--- src/rtl/arm_pkg.sv ---
// Shared types and width defaults for the ARM pipeline memory-side blocks.
package arm_pkg;

  localparam int unsigned ARM_ADDR_W = 32;
  localparam int unsigned ARM_DATA_W = 32;

  typedef enum logic [1:0] {
    IDLE      = 2'd0,
    GRANT_IF  = 2'd1,
    GRANT_MEM = 2'd2
  } arb_state_e;

  // Bits needed to hold 0..max_val, never narrower than one bit.
  function automatic int unsigned cnt_width(input int unsigned max_val);
    return (max_val < 1) ? 1 : $clog2(max_val + 1);
  endfunction

endpackage

--- src/rtl/mem_port_arbiter.sv ---
// Arbitrates the shared I/D SRAM between the IF and MEM stages, bounds every
// access with a wait timeout and generates the pipeline freeze signals.
module mem_port_arbiter
  import arm_pkg::*;
#(
  parameter int unsigned ADDR_W        = ARM_ADDR_W,
  parameter int unsigned DATA_W        = ARM_DATA_W,
  parameter int unsigned WAIT_MAX      = 15,
  parameter int unsigned MEM_BURST_MAX = 4
) (
  input  logic              clk,
  input  logic              rst,

  input  logic              if_req,
  input  logic [ADDR_W-1:0] if_addr,
  output logic [DATA_W-1:0] if_rdata,
  output logic              if_ack,

  input  logic              mem_req,
  input  logic              mem_we,
  input  logic [ADDR_W-1:0] mem_addr,
  input  logic [DATA_W-1:0] mem_wdata,
  output logic [DATA_W-1:0] mem_rdata,
  output logic              mem_ack,

  output logic              sram_req,
  output logic              sram_we,
  output logic [ADDR_W-1:0] sram_addr,
  output logic [DATA_W-1:0] sram_wdata,
  input  logic [DATA_W-1:0] sram_rdata,
  input  logic              sram_ack,

  output logic              timeout,
  output logic              freeze_if,
  output logic              freeze_pipe
);

  localparam int unsigned WCNT_W = cnt_width(WAIT_MAX);
  localparam int unsigned BCNT_W = cnt_width(MEM_BURST_MAX);

  // wait_cnt holds the number of grant cycles already elapsed, so the abort
  // fires at the end of the WAIT_MAX-th unacknowledged grant cycle.
  localparam logic [WCNT_W-1:0] WAIT_LAST = WCNT_W'(WAIT_MAX - 1);
  localparam logic [BCNT_W-1:0] BURST_CAP = BCNT_W'(MEM_BURST_MAX);

  arb_state_e          state_q,      state_d;
  logic                sram_req_q,   sram_req_d;
  logic                sram_we_q,    sram_we_d;
  logic [ADDR_W-1:0]   sram_addr_q,  sram_addr_d;
  logic [DATA_W-1:0]   sram_wdata_q, sram_wdata_d;
  logic [DATA_W-1:0]   if_rdata_q,   if_rdata_d;
  logic [DATA_W-1:0]   mem_rdata_q,  mem_rdata_d;
  logic                if_ack_q,     if_ack_d;
  logic                mem_ack_q,    mem_ack_d;
  logic                timeout_q,    timeout_d;
  logic [WCNT_W-1:0]   wait_cnt_q,   wait_cnt_d;
  logic [BCNT_W-1:0]   burst_cnt_q,  burst_cnt_d;

  logic if_elig;
  logic mem_elig;
  logic if_turn;
  logic grant_mem;
  logic grant_if;
  logic xfer_done;
  logic xfer_abort;

  // A requester whose ack is on the wire this cycle is still holding req
  // for the access just completed; it must not be granted a second time.
  assign if_elig    = if_req  & ~if_ack_q;
  assign mem_elig   = mem_req & ~mem_ack_q;
  assign if_turn    = if_elig & (burst_cnt_q == BURST_CAP);
  assign grant_mem  = mem_elig & ~if_turn;
  assign grant_if   = if_elig & ~grant_mem;

  assign xfer_done  = sram_req_q & sram_ack;
  assign xfer_abort = sram_req_q & ~sram_ack & (wait_cnt_q == WAIT_LAST);

  always_comb begin
    state_d      = state_q;
    sram_req_d   = sram_req_q;
    sram_we_d    = sram_we_q;
    sram_addr_d  = sram_addr_q;
    sram_wdata_d = sram_wdata_q;
    if_rdata_d   = if_rdata_q;
    mem_rdata_d  = mem_rdata_q;
    if_ack_d     = 1'b0;
    mem_ack_d    = 1'b0;
    timeout_d    = 1'b0;
    wait_cnt_d   = wait_cnt_q;
    burst_cnt_d  = burst_cnt_q;

    unique case (state_q)
      IDLE: begin
        if (!if_req) begin
          burst_cnt_d = '0;
        end
        if (grant_mem) begin
          state_d      = GRANT_MEM;
          sram_req_d   = 1'b1;
          sram_we_d    = mem_we;
          sram_addr_d  = mem_addr;
          sram_wdata_d = mem_wdata;
          wait_cnt_d   = '0;
          if (if_req && (burst_cnt_q != BURST_CAP)) begin
            burst_cnt_d = burst_cnt_q + 1'b1;
          end
        end else if (grant_if) begin
          state_d     = GRANT_IF;
          sram_req_d  = 1'b1;
          sram_we_d   = 1'b0;
          sram_addr_d = if_addr;
          wait_cnt_d  = '0;
          burst_cnt_d = '0;
        end
      end

      GRANT_IF, GRANT_MEM: begin
        if (xfer_done || xfer_abort) begin
          state_d    = IDLE;
          sram_req_d = 1'b0;
          timeout_d  = xfer_abort;
          if (state_q == GRANT_IF) begin
            if_ack_d   = 1'b1;
            if_rdata_d = xfer_done ? sram_rdata : '0;
          end else begin
            mem_ack_d = 1'b1;
            if (xfer_abort) begin
              mem_rdata_d = '0;
            end else if (!sram_we_q) begin
              mem_rdata_d = sram_rdata;
            end
          end
        end else begin
          wait_cnt_d = wait_cnt_q + 1'b1;
        end
      end

      default: begin
        state_d    = IDLE;
        sram_req_d = 1'b0;
      end
    endcase
  end

  always_ff @(posedge clk or negedge rst) begin
    if (!rst) begin
      state_q      <= IDLE;
      sram_req_q   <= 1'b0;
      sram_we_q    <= 1'b0;
      sram_addr_q  <= '0;
      sram_wdata_q <= '0;
      if_rdata_q   <= '0;
      mem_rdata_q  <= '0;
      if_ack_q     <= 1'b0;
      mem_ack_q    <= 1'b0;
      timeout_q    <= 1'b0;
      wait_cnt_q   <= '0;
      burst_cnt_q  <= '0;
    end else begin
      state_q      <= state_d;
      sram_req_q   <= sram_req_d;
      sram_we_q    <= sram_we_d;
      sram_addr_q  <= sram_addr_d;
      sram_wdata_q <= sram_wdata_d;
      if_rdata_q   <= if_rdata_d;
      mem_rdata_q  <= mem_rdata_d;
      if_ack_q     <= if_ack_d;
      mem_ack_q    <= mem_ack_d;
      timeout_q    <= timeout_d;
      wait_cnt_q   <= wait_cnt_d;
      burst_cnt_q  <= burst_cnt_d;
    end
  end

  assign sram_req    = sram_req_q;
  assign sram_we     = sram_we_q;
  assign sram_addr   = sram_addr_q;
  assign sram_wdata  = sram_wdata_q;
  assign if_rdata    = if_rdata_q;
  assign if_ack      = if_ack_q;
  assign mem_rdata   = mem_rdata_q;
  assign mem_ack     = mem_ack_q;
  assign timeout     = timeout_q;

  assign freeze_if   = if_req  & ~if_ack_q;
  assign freeze_pipe = mem_req & ~mem_ack_q;

endmodule

--- config.mk ---
export PLATFORM = sky130hd
export DESIGN_NAME = mem_port_arbiter
export DESIGN_NICKNAME = d
export VERILOG_FILES = /design/src/rtl/arm_pkg.sv /design/src/rtl/mem_port_arbiter.sv
export SDC_FILE = /design/constraint.sdc
export NUM_CORES = 1
export LEC_CHECK = 0
export BUFFER_PORTS_ARGS = -buffer_cell sky130_fd_sc_hd__buf_2
export CORE_UTILIZATION = 47
export DETAILED_ROUTE_END_ITERATION = 12
export GPL_TIMING_DRIVEN = 1
export MAX_ROUTING_LAYER = met4
export PLACE_DENSITY = 0.81
export SYNTH_ARGS = -nofsm -noshare
export SYNTH_HDL_FRONTEND = slang
export SYNTH_SLANG_ARGS = --single-unit
--- constraint.sdc ---
create_clock -name clk -period 2.2 [get_ports clk]
set_input_delay 0.44 -clock clk [delete_from_list [all_inputs] [get_ports clk]]
set_output_delay 0.44 -clock clk [all_outputs]
set_load 0.03 [all_outputs]
==> flow_results.org, run 1 <==
** Outcome
- The run finished with clean final reports.

** Cells and area
- Registers take 3550 µm².
- The net count of the finished layout is 886.
- With fillers left out, the area of the finished cells amounts to 8430 µm².
- In the final layout, the multi-input gates occupy 2400 µm².
- Number of antenna diodes :: 0
- Area overhead of the layout relative to synthesis :: 35.6%
- Counting the fill cells in the layout gives 943.
- Of the cells placed in the final design, the portion with a size suffix greater than 1 is 51.7%.

** Job
- Max Cap Violations :: 0

** STA
- For the final routed database, the setup TNS stands at 0 ps.
- Worst slew pin tran :: 483 ps
- Subtracting the final worst setup slack from the clock period gives 2010 ps.
- Based on the critical path, the design can be clocked at up to 496 MHz.
- Max transition margin :: 67.8%
- Setup violations remaining at the end of the flow were counted as 0.
- Setup repair after global routing left no endpoint under its margin.
- The hold violation total from the final report was 0.
- Worst Clk Skew :: 7.47 ps
- The final critical path takes up 91.6% of the cycle.
- The number of pins exceeding their max-slew limit in the final report was 0.

** Synth
- Dominant cells by area after synthesis :: sky130_fd_sc_hd__dfrtp_1 57%, sky130_fd_sc_hd__mux2_4 6.8%, sky130_fd_sc_hd__mux2_2 6.5%
- After synthesis the netlist holds a flip-flop and latch count of 142.
- Synth top area share :: 57.1%
- In the post-synthesis netlist, the cell with the most instances is sky130_fd_sc_hd__dfrtp_1.
- Asr flop ratio synth :: 100%
- Summing the sequential cell areas from Yosys gives 57.1% of the chip area.
- The Yosys step of the flow raised 0 warnings.
- The number of nets in the synthesized netlist is 613.
- Counting instances in the post-synthesis netlist gives the leading cell types as 142 x sky130_fd_sc_hd__dfrtp_1, 40 x sky130_fd_sc_hd__nand2_1, 37 x sky130_fd_sc_hd__o21ai_0.
- Counting flops with a built-in enable in the synthesized netlist gives 0.
- Most used flip-flop cell after synthesis :: sky130_fd_sc_hd__dfrtp_1
- Each instance of the synthesized netlist takes up on average 13.1 µm².
- Netlist cell types :: 45
- The synthesized design spends more area on one cell type than any other, namely sky130_fd_sc_hd__dfrtp_1.
- Synthesis produced a netlist whose cell count is 473.
- The synthesized netlist occupies a cell area of 6220 µm².

** Critical path
- FF-to-FF setup slack :: 190 ps
- The worst setup path is of the flop to flop kind.
- Setup crit start :: wait_cnt_q[0]$_DFFE_PN0P_
- CP max FO :: 20
- Arrival time at the worst endpoint :: 2310 ps
- The worst setup path is captured at a flop.
- The worst setup path is launched from a flop.
- Endpoint of the most critical register-to-register path :: if_rdata[24]$_DFFE_PN0P_
- Worst r2r path cells :: 7
- STA puts the critical path data required time at 2500 ps.
- The worst register-to-register path begins at wait_cnt_q[0]$_DFFE_PN0P_.

** Global route
- The number of global-route vias before repair is 4,733.
- Largest net degree at the start of global routing :: 68
- The first global-routing pass estimated 22.9 mm of wire.
- Met3 global-route usage :: 5.46%
- Met1 track demand over resource :: 25.9%
- Global routing used 23.1% of the available tracks.
- Fraction of met2 tracks used by global routing :: 39.2%
- The number of antenna violations at the first check in global routing came to 0.
- Global routing finished with a remaining overflow of 0.
- In this run the most used layer during global routing was met2.

** Route
- After detailed routing, the average wire length per cell comes to 16.6 µm.
- After the first detailed-routing iteration, the DRC count stood at 180.
- After detailed routing, the number of vias per cell comes to 5.22.
- In the routed design, unresolved DRC markers number 0.
- In this run the remaining antenna-violating nets after routing total 0.
- Via Count :: 4,857
- Wirelength, routed :: 15.4 mm
- Pre-Repair DR Iteration Count :: 4

** Clocking
- Maximum buffer depth of the clock tree :: 2
- Reg clk slew, reported paths :: 60 ps
- TritonCTS built the clock tree.
- The cell sitting at the root of the clock tree is a sky130_fd_sc_hd__clkbuf_16.
- CTS sink cnt :: 142
- Buffers added to address setup during post-CTS repair amount to 0.
- Clock insertion delay at the later pin of the skew report :: 420 ps
- H-tree lvl count :: 4
- Cts bufs inserted :: 17

** Floorplan
- Die outline area :: 13,700 µm²
- From left edge to right edge, the die measures 117 µm.
- The core region is 12,800 µm².
- Std cell rows :: 41
- Initial standard-cell utilization of the core :: 48.7%
- Measured along the y axis, the die boundary spans 117 µm.
- Pin placement for this block handled 269 I/O pins.

** Worst hold path
- Worst hold path stage count :: 2
- Origin of the worst min-delay path :: mem_wdata[25]
- Type of the tightest min-delay check :: input pin to flop
- The path with the worst hold slack has its endpoint at sram_wdata[25]$_DFFE_PN0P_.

** Placement
- Cell Area, Placed :: 7770 µm²
- At the end of routability-driven placement, the weighted congestion stood at 0.871.
- In this run the tool buffered the top-level ports with 268 buffer cells.
- Detailed placement finished with a half-perimeter wire length of 11.4 mm.

** Power and ir drop
- Across the VDD grid, the largest voltage drop is 0.928 mV.
- Dividing total power by cell area gives a power density of 1660 nW/µm².
- Leakage Power :: 4.58 nW
==> how the worst max path moves through the flow <==
stage / depth (start not counted) / to / slack [ps]
3_5_place_dp: 7 / if_rdata[24]$_DFFE_PN0P_ / 200
3_3_place_gp: 7 / if_rdata[29]$_DFFE_PN0P_ / 320
4_1_cts: 7 / if_rdata[24]$_DFFE_PN0P_ / 190
2_1_floorplan: 6 / sram_wdata[10]$_DFFE_PN0P_ / 310
6_report: 7 / if_rdata[24]$_DFFE_PN0P_ / 190
5_1_grt: 7 / if_rdata[17]$_DFFE_PN0P_ / 130
==> layout by cell type, fill, tap and decap left out, types with 5 or more instances in the layout <==
master	instances
sky130_fd_sc_hd__buf_2	267
sky130_fd_sc_hd__dfrtp_1	142
sky130_fd_sc_hd__nand2_1	40
sky130_fd_sc_hd__o21ai_0	37
sky130_fd_sc_hd__mux2_2	36
sky130_fd_sc_hd__a22o_1	35
sky130_fd_sc_hd__and3_1	33
sky130_fd_sc_hd__mux2i_1	32
sky130_fd_sc_hd__mux2_4	28
sky130_fd_sc_hd__clkbuf_16	17
sky130_fd_sc_hd__buf_4	12
sky130_fd_sc_hd__inv_1	10
sky130_fd_sc_hd__ha_1	6
sky130_fd_sc_hd__buf_12	6
sky130_fd_sc_hd__nand3_1	5
sky130_fd_sc_hd__bufinv_16	5
==> critical path: stages (launching register included) <==
cell                      delay, ps
sky130_fd_sc_hd__dfrtp_1        420
sky130_fd_sc_hd__inv_1           90
sky130_fd_sc_hd__ha_1           250
sky130_fd_sc_hd__a31oi_4        270
sky130_fd_sc_hd__nor2_1          90
sky130_fd_sc_hd__nand2_2        210
sky130_fd_sc_hd__buf_12         210
sky130_fd_sc_hd__mux2_2         350
==> state kept, by name, indices dropped and copies added, names as in the netlist <==
name and cells:
timeout 1, wait_cnt_q 4, mem_ack 1, sram_addr 32, if_rdata 32, sram_req 1, sram_wdata 32, if_ack 1
sram_we 1, state_q 2, mem_rdata 32, burst_cnt_q 3
==> cells by family after synthesis <==
kind of cell | after synthesis | share of synthesized area (%)
buffers and inverters | 44 | 4.47
flip-flops | 142 | 57.1
multiplexers | 96 | 18.4
adder cells (fa/ha/maj) | 6 | 1.21
AO/OA/AOI/OAI | 89 | 10.3
AND/OR/NAND/NOR | 96 | 8.43
==> routing by layer <==
| layer | wire length [µm] | vias up | share of wire (%) |
|---|---|---|---|
| met5 | 0 | - | 0 |
| met4 | 380 | 0 | 2.5 |
| met3 | 945 | 31 | 6.1 |
| met2 | 7900 | 209 | 51 |
| met1 | 6180 | 2371 | 40 |
| li1 | - | 2246 | - |
==> repair_timing <==
action | CTS | global route
gates resized for setup | 0 | 0
hold buffers | 1 | 0
endpoints found under the hold margin | 46 | 0
==> through the flow <==
stage / std cells / setup slack [ps] / total power, W / util, % / hold slack (ps)
floorplan: 473 / 312 / 0.00893 / - / 144
global placement: 898 / 315 / 0.0106 / 60.8 / 416
detailed placement: 898 / 204 / 0.0109 / 60.8 / 420
CTS: 930 / 195 / 0.0141 / 66.0 / 236
global route: 930 / 131 / 0.0147 / 66.0 / 233
finish: 930 / 185 / 0.0140 / 66.0 / 251
==> final cells by class <==
type	instances	share of cell area [%]
multi-input cells	287	28.5
repair buffers	287	18.6
clock buffers	21	5.58
clock inverters	10	2.18
well taps	172	2.55
inverters	11	0.490
flip-flops and latches	142	42.1
==> power breakdown <==
| group | switching, W | internal, W | total [W] |
|---|---|---|---|
| sequential | 0.000700 | 0.00377 | 0.00447 |
| clock | 0.00107 | 0.00210 | 0.00317 |
| combinational | 0.00406 | 0.00232 | 0.00638 |
| total | 0.00583 | 0.00819 | 0.0140 |
No activity file was read; power rests on OpenSTA's default activity.
==> inputs of run 2 (changes only) <==
--- a/config.mk
+++ b/config.mk
@@ -6,6 +6,7 @@
 export NUM_CORES = 1
 export LEC_CHECK = 0
 export BUFFER_PORTS_ARGS = -buffer_cell sky130_fd_sc_hd__buf_2
+export CORE_ASPECT_RATIO = 1.1
 export CORE_UTILIZATION = 47
 export DETAILED_ROUTE_END_ITERATION = 12
 export GPL_TIMING_DRIVEN = 1
==> run 2 against run 1 <==
Against the previous run:
- sequential share of layout area grew 0.63 points
- the run now ends with design-rule violations left
- via count grew 0.25%
- final area shrank 1.5%
- sequential power is essentially flat
- final cell count shrank 1.9%
- worst setup slack gained 86 ps
- clock power shrank 13%
- combinational power is essentially flat
==> flow_results.org, run 2 (synthesis results as in run 1) <==
** STA
- The slew at the pin with the worst max-slew slack was 477 ps (-5.90 ps).
- Final-layout worst hold slack :: 258 ps (+6.91 ps)
- The hold violation total from the final report was 0 (unchanged).
- Pins Over Slew Limit :: 0 (unchanged)
- Worst Clk Skew :: 13.8 ps (+6.36 ps)
- The setup TNS came to 0 ps (unchanged).
- The share of the clock period used by the worst path after layout was 87.7% (-3.9 points).
- The final period demand of the worst path came to 1930 ps (-86.0 ps).
- Max transition margin :: 68.2% (+0.39 points)
- Setup repair after global routing left no endpoint under its margin.
- Achievable frequency :: 519 MHz (+4.5%)
- Count of final setup violators :: 0 (unchanged)

** Power and ir drop
- The overall power consumption is 0.0136 W (-3.0%).
- Leakage Power :: 4.52 nW (-1.3%)
- Maximum resistive drop on vdd :: 0.714 mV (-23%)
- Switching share of total power :: 43.6% (+2.0 points)
- Register share of total power :: 32.8% (+0.9 points)
- Fraction of power consumed by combinational cells :: 46.9% (+1.4 points)
- Design internal power :: 0.00767 W (-6.3%)
- PD cells :: 1640 nW/µm² (-1.5%)
- Power dissipated by switching net loads :: 0.00593 W (+1.7%)
- The clock group share of total power is 20.3% (-2.3 points).

** Clocking
- The clock buffer count from CTS is 17 (unchanged).
- CTS tree :: built
- The clock transition at the registers of the reported paths was 60 ps (about the same).
- CTS sink cnt :: 142 (unchanged)
- The maximum root-to-sink buffer count is 2 (unchanged).
- The number of H-tree levels is 4 (unchanged).
- The clock latency reported for the late side of the worst-skew pair is 410 ps (about the same).
- Root cell of the clock tree :: sky130_fd_sc_hd__clkbuf_16
- The number of buffers added for setup after CTS was 0 (unchanged).

** Critical path
- Family with the most delay on the worst path :: adder cells
- STA classifies the critical path endpoint as a flop.
- Worst path buffer plus inverter count :: 2 (unchanged)
- CP max FO :: 34 (+70%)
- The cell count along the critical path is 6 (-1).
- Data required time at the worst endpoint :: 2480 ps (-20 ps)
- Among all stages on the critical path, the largest delay is contributed by sky130_fd_sc_hd__ha_1.
- The worst setup path is launched from a flop.
- In this run the worst setup path begins at state_q[1]$_DFFE_PN0P_.
- Arrival time at the worst endpoint :: 2210 ps (-100 ps)
- The path depth of the worst reg2reg path is 6 (-1).
- In this run the critical register-to-register path is captured at sram_wdata[2]$_DFFE_PN0P_.
- The register-to-register path setup slack was 270 ps (+90 ps).
- The biggest cell delay along the critical path is 410 ps (about the same).
- Walking the worst path, the cells encountered are inv_1 -> ha_1 -> o21ai_4 -> nor2_8 -> buf_12 -> mux2_2.
- In this run the critical register-to-register path is launched from state_q[1]$_DFFE_PN0P_.
- The worst setup path is of the flop to flop kind.
- In this run the worst setup path terminates at sram_wdata[2]$_DFFE_PN0P_.

** Floorplan
- DIE WIDTH :: 112 µm (-4.6%)
- Std cell rows :: 43 (+4.9%)
- Number of top-level pins :: 269 (unchanged)
- Die boundary height :: 123 µm (+4.8%)
- Die outline area :: 13,700 µm² (about the same)
- The placeable core region is 12,800 µm² (-0.18%).
- Initial standard-cell utilization of the core :: 48.8% (+0.086 points)

** Route
- The number of antenna-violating nets in the routed design is 0 (unchanged).
- Count of routing violations after the opening detailed-route iteration :: 414 (+130%)
- The via density per instance was 5.34 (+2.2%).
- The number of vias after detailed routing is 4,869 (+0.25%).
- Pre-Repair DR Iteration Count :: 9 (+5)
- Wirelength, routed :: 15.3 mm (-0.71%)
- DR DRC count :: 18 (+18)
- The final routed wire length divided by cell count was 16.8 µm (+1.3%).

** Global route
- The total grt overflow was 0 (unchanged).
- The number of global-route vias before repair was 4,827 (+2.0%).
- Global-route wire length before repair :: 24.5 mm (+6.8%)
- Overall routing resource usage :: 23.6% (+0.46 points)
- The number of antenna violations at the first check in global routing is 0 (unchanged).
- The pin count of the biggest net entering global routing was 68 (unchanged).

** Cells and area
- The post-layout net count came to 882 (-0.45%).
- Post-route core utilization :: 65.2% (-0.86 points)
- Fraction of layout cells with a size suffix above 1 :: 51.7% (-0.059 points)
- The antenna diode instance count came to 0 (unchanged).
- From synthesis to final layout, the design area changed by 33.6%.
- Most common cell after layout, fill and taps aside :: sky130_fd_sc_hd__buf_2
- Number of inserted filler cells in the final layout :: 960 (+1.8%)
- Leaving out fill and tap cells, the most frequent cells in the layout are 267 x sky130_fd_sc_hd__buf_2, 142 x sky130_fd_sc_hd__dfrtp_1, 40 x sky130_fd_sc_hd__nand2_1.

** Outcome
- The final reports fail on design-rule violations.
- Status :: finished, violations left

** Job
- The number of maximum-capacitance constraint violations was 0 (unchanged).

** Placement
- The weighted congestion at the end of routability-driven global placement was 0.791 (-9.2%).
- The count of input and output buffers came to 268 (unchanged).
- The post-DP HPWL came to 11.1 mm (-2.0%).

** Worst hold path
- Type of the tightest min-delay check :: input pin to flop
[run 2: cell count changes in the layout (fill, tap and decap cells not counted), sizes merged]
cell,delta
inv,+6
buf,-4
bufinv,-4
clkbuf,-4
clkinv,+3
[run 2: timing repair]
| item | in CTS | in global routing |
|---|---|---|
| hold buffers | 1 | 0 |
| hold endpoints to repair | 48 | 0 |
| gates resized for setup | 0 | 0 |
[run 2: how the worst min path moves through the flow]
stage | start | to | cells past startpoint
2_1_floorplan | rst | burst_cnt_q[0]$_DFFE_PN0N_ | 0
3_3_place_gp | rst | mem_rdata[28]$_DFFE_PN0P_ | 1
3_5_place_dp | rst | mem_rdata[30]$_DFFE_PN0P_ | 1
4_1_cts | sram_rdata[0] | mem_rdata[0]$_DFFE_PN0P_ | 2
5_1_grt | mem_wdata[15] | sram_wdata[15]$_DFFE_PN0P_ | 2
6_report | mem_we | sram_we$_DFFE_PN0P_ | 2
[run 2: layer usage]
| metal | vias up | track usage (%) | share of wire (%) |
|---|---|---|---|
| met2 | 225 | 40.6 | 53 |
| met5 | - | - | 0 |
| met3 | 19 | 4.00 | 5.8 |
| met1 | 2387 | 27.6 | 39 |
| met4 | 0 | 9.54 | 1.5 |
| li1 | 2238 | - | - |
[run 2: power by group through the flow]
stage,clock [W],sequential [W],combinational [W]
floorplan,0,0.00656,0.00237
global placement,0,0.00440,0.00622
detailed placement,0,0.00448,0.00640
CTS,0.00283,0.00446,0.00641
global route,0.00295,0.00458,0.00677
finish,0.00276,0.00446,0.00638
[run 2: worst reg2reg max path: stages, from the launching register on]
cell and delay (ps):
sky130_fd_sc_hd__dfrtp_1 390, sky130_fd_sc_hd__inv_1 90, sky130_fd_sc_hd__ha_1 410, sky130_fd_sc_hd__o21ai_4 160, sky130_fd_sc_hd__nor2_8 120, sky130_fd_sc_hd__buf_12 250
sky130_fd_sc_hd__mux2_2 390
[run 2: area by class of cell]
cell class	instances	area [µm²]	area share [%]
Clock buffer	17	425	5.12
Clock inverter	15	153	1.84
Inverter	11	41.3	0.497
Multi-Input combinational cell	287	2400	28.9
Sequential cell	142	3550	42.8
Tap cell	157	196	2.36
Timing Repair Buffer	283	1540	18.5
[run 2: stage by stage]
step / setup slack (ps) / std cells / area (µm²)
6_report: 271 / 912 / 8310
5_1_grt: 175 / 912 / 8310
4_1_cts: 214 / 912 / 8310
3_5_place_dp: 313 / 879 / 7720
3_3_place_gp: 411 / 879 / 7720
2_1_floorplan: 312 / 473 / 6220
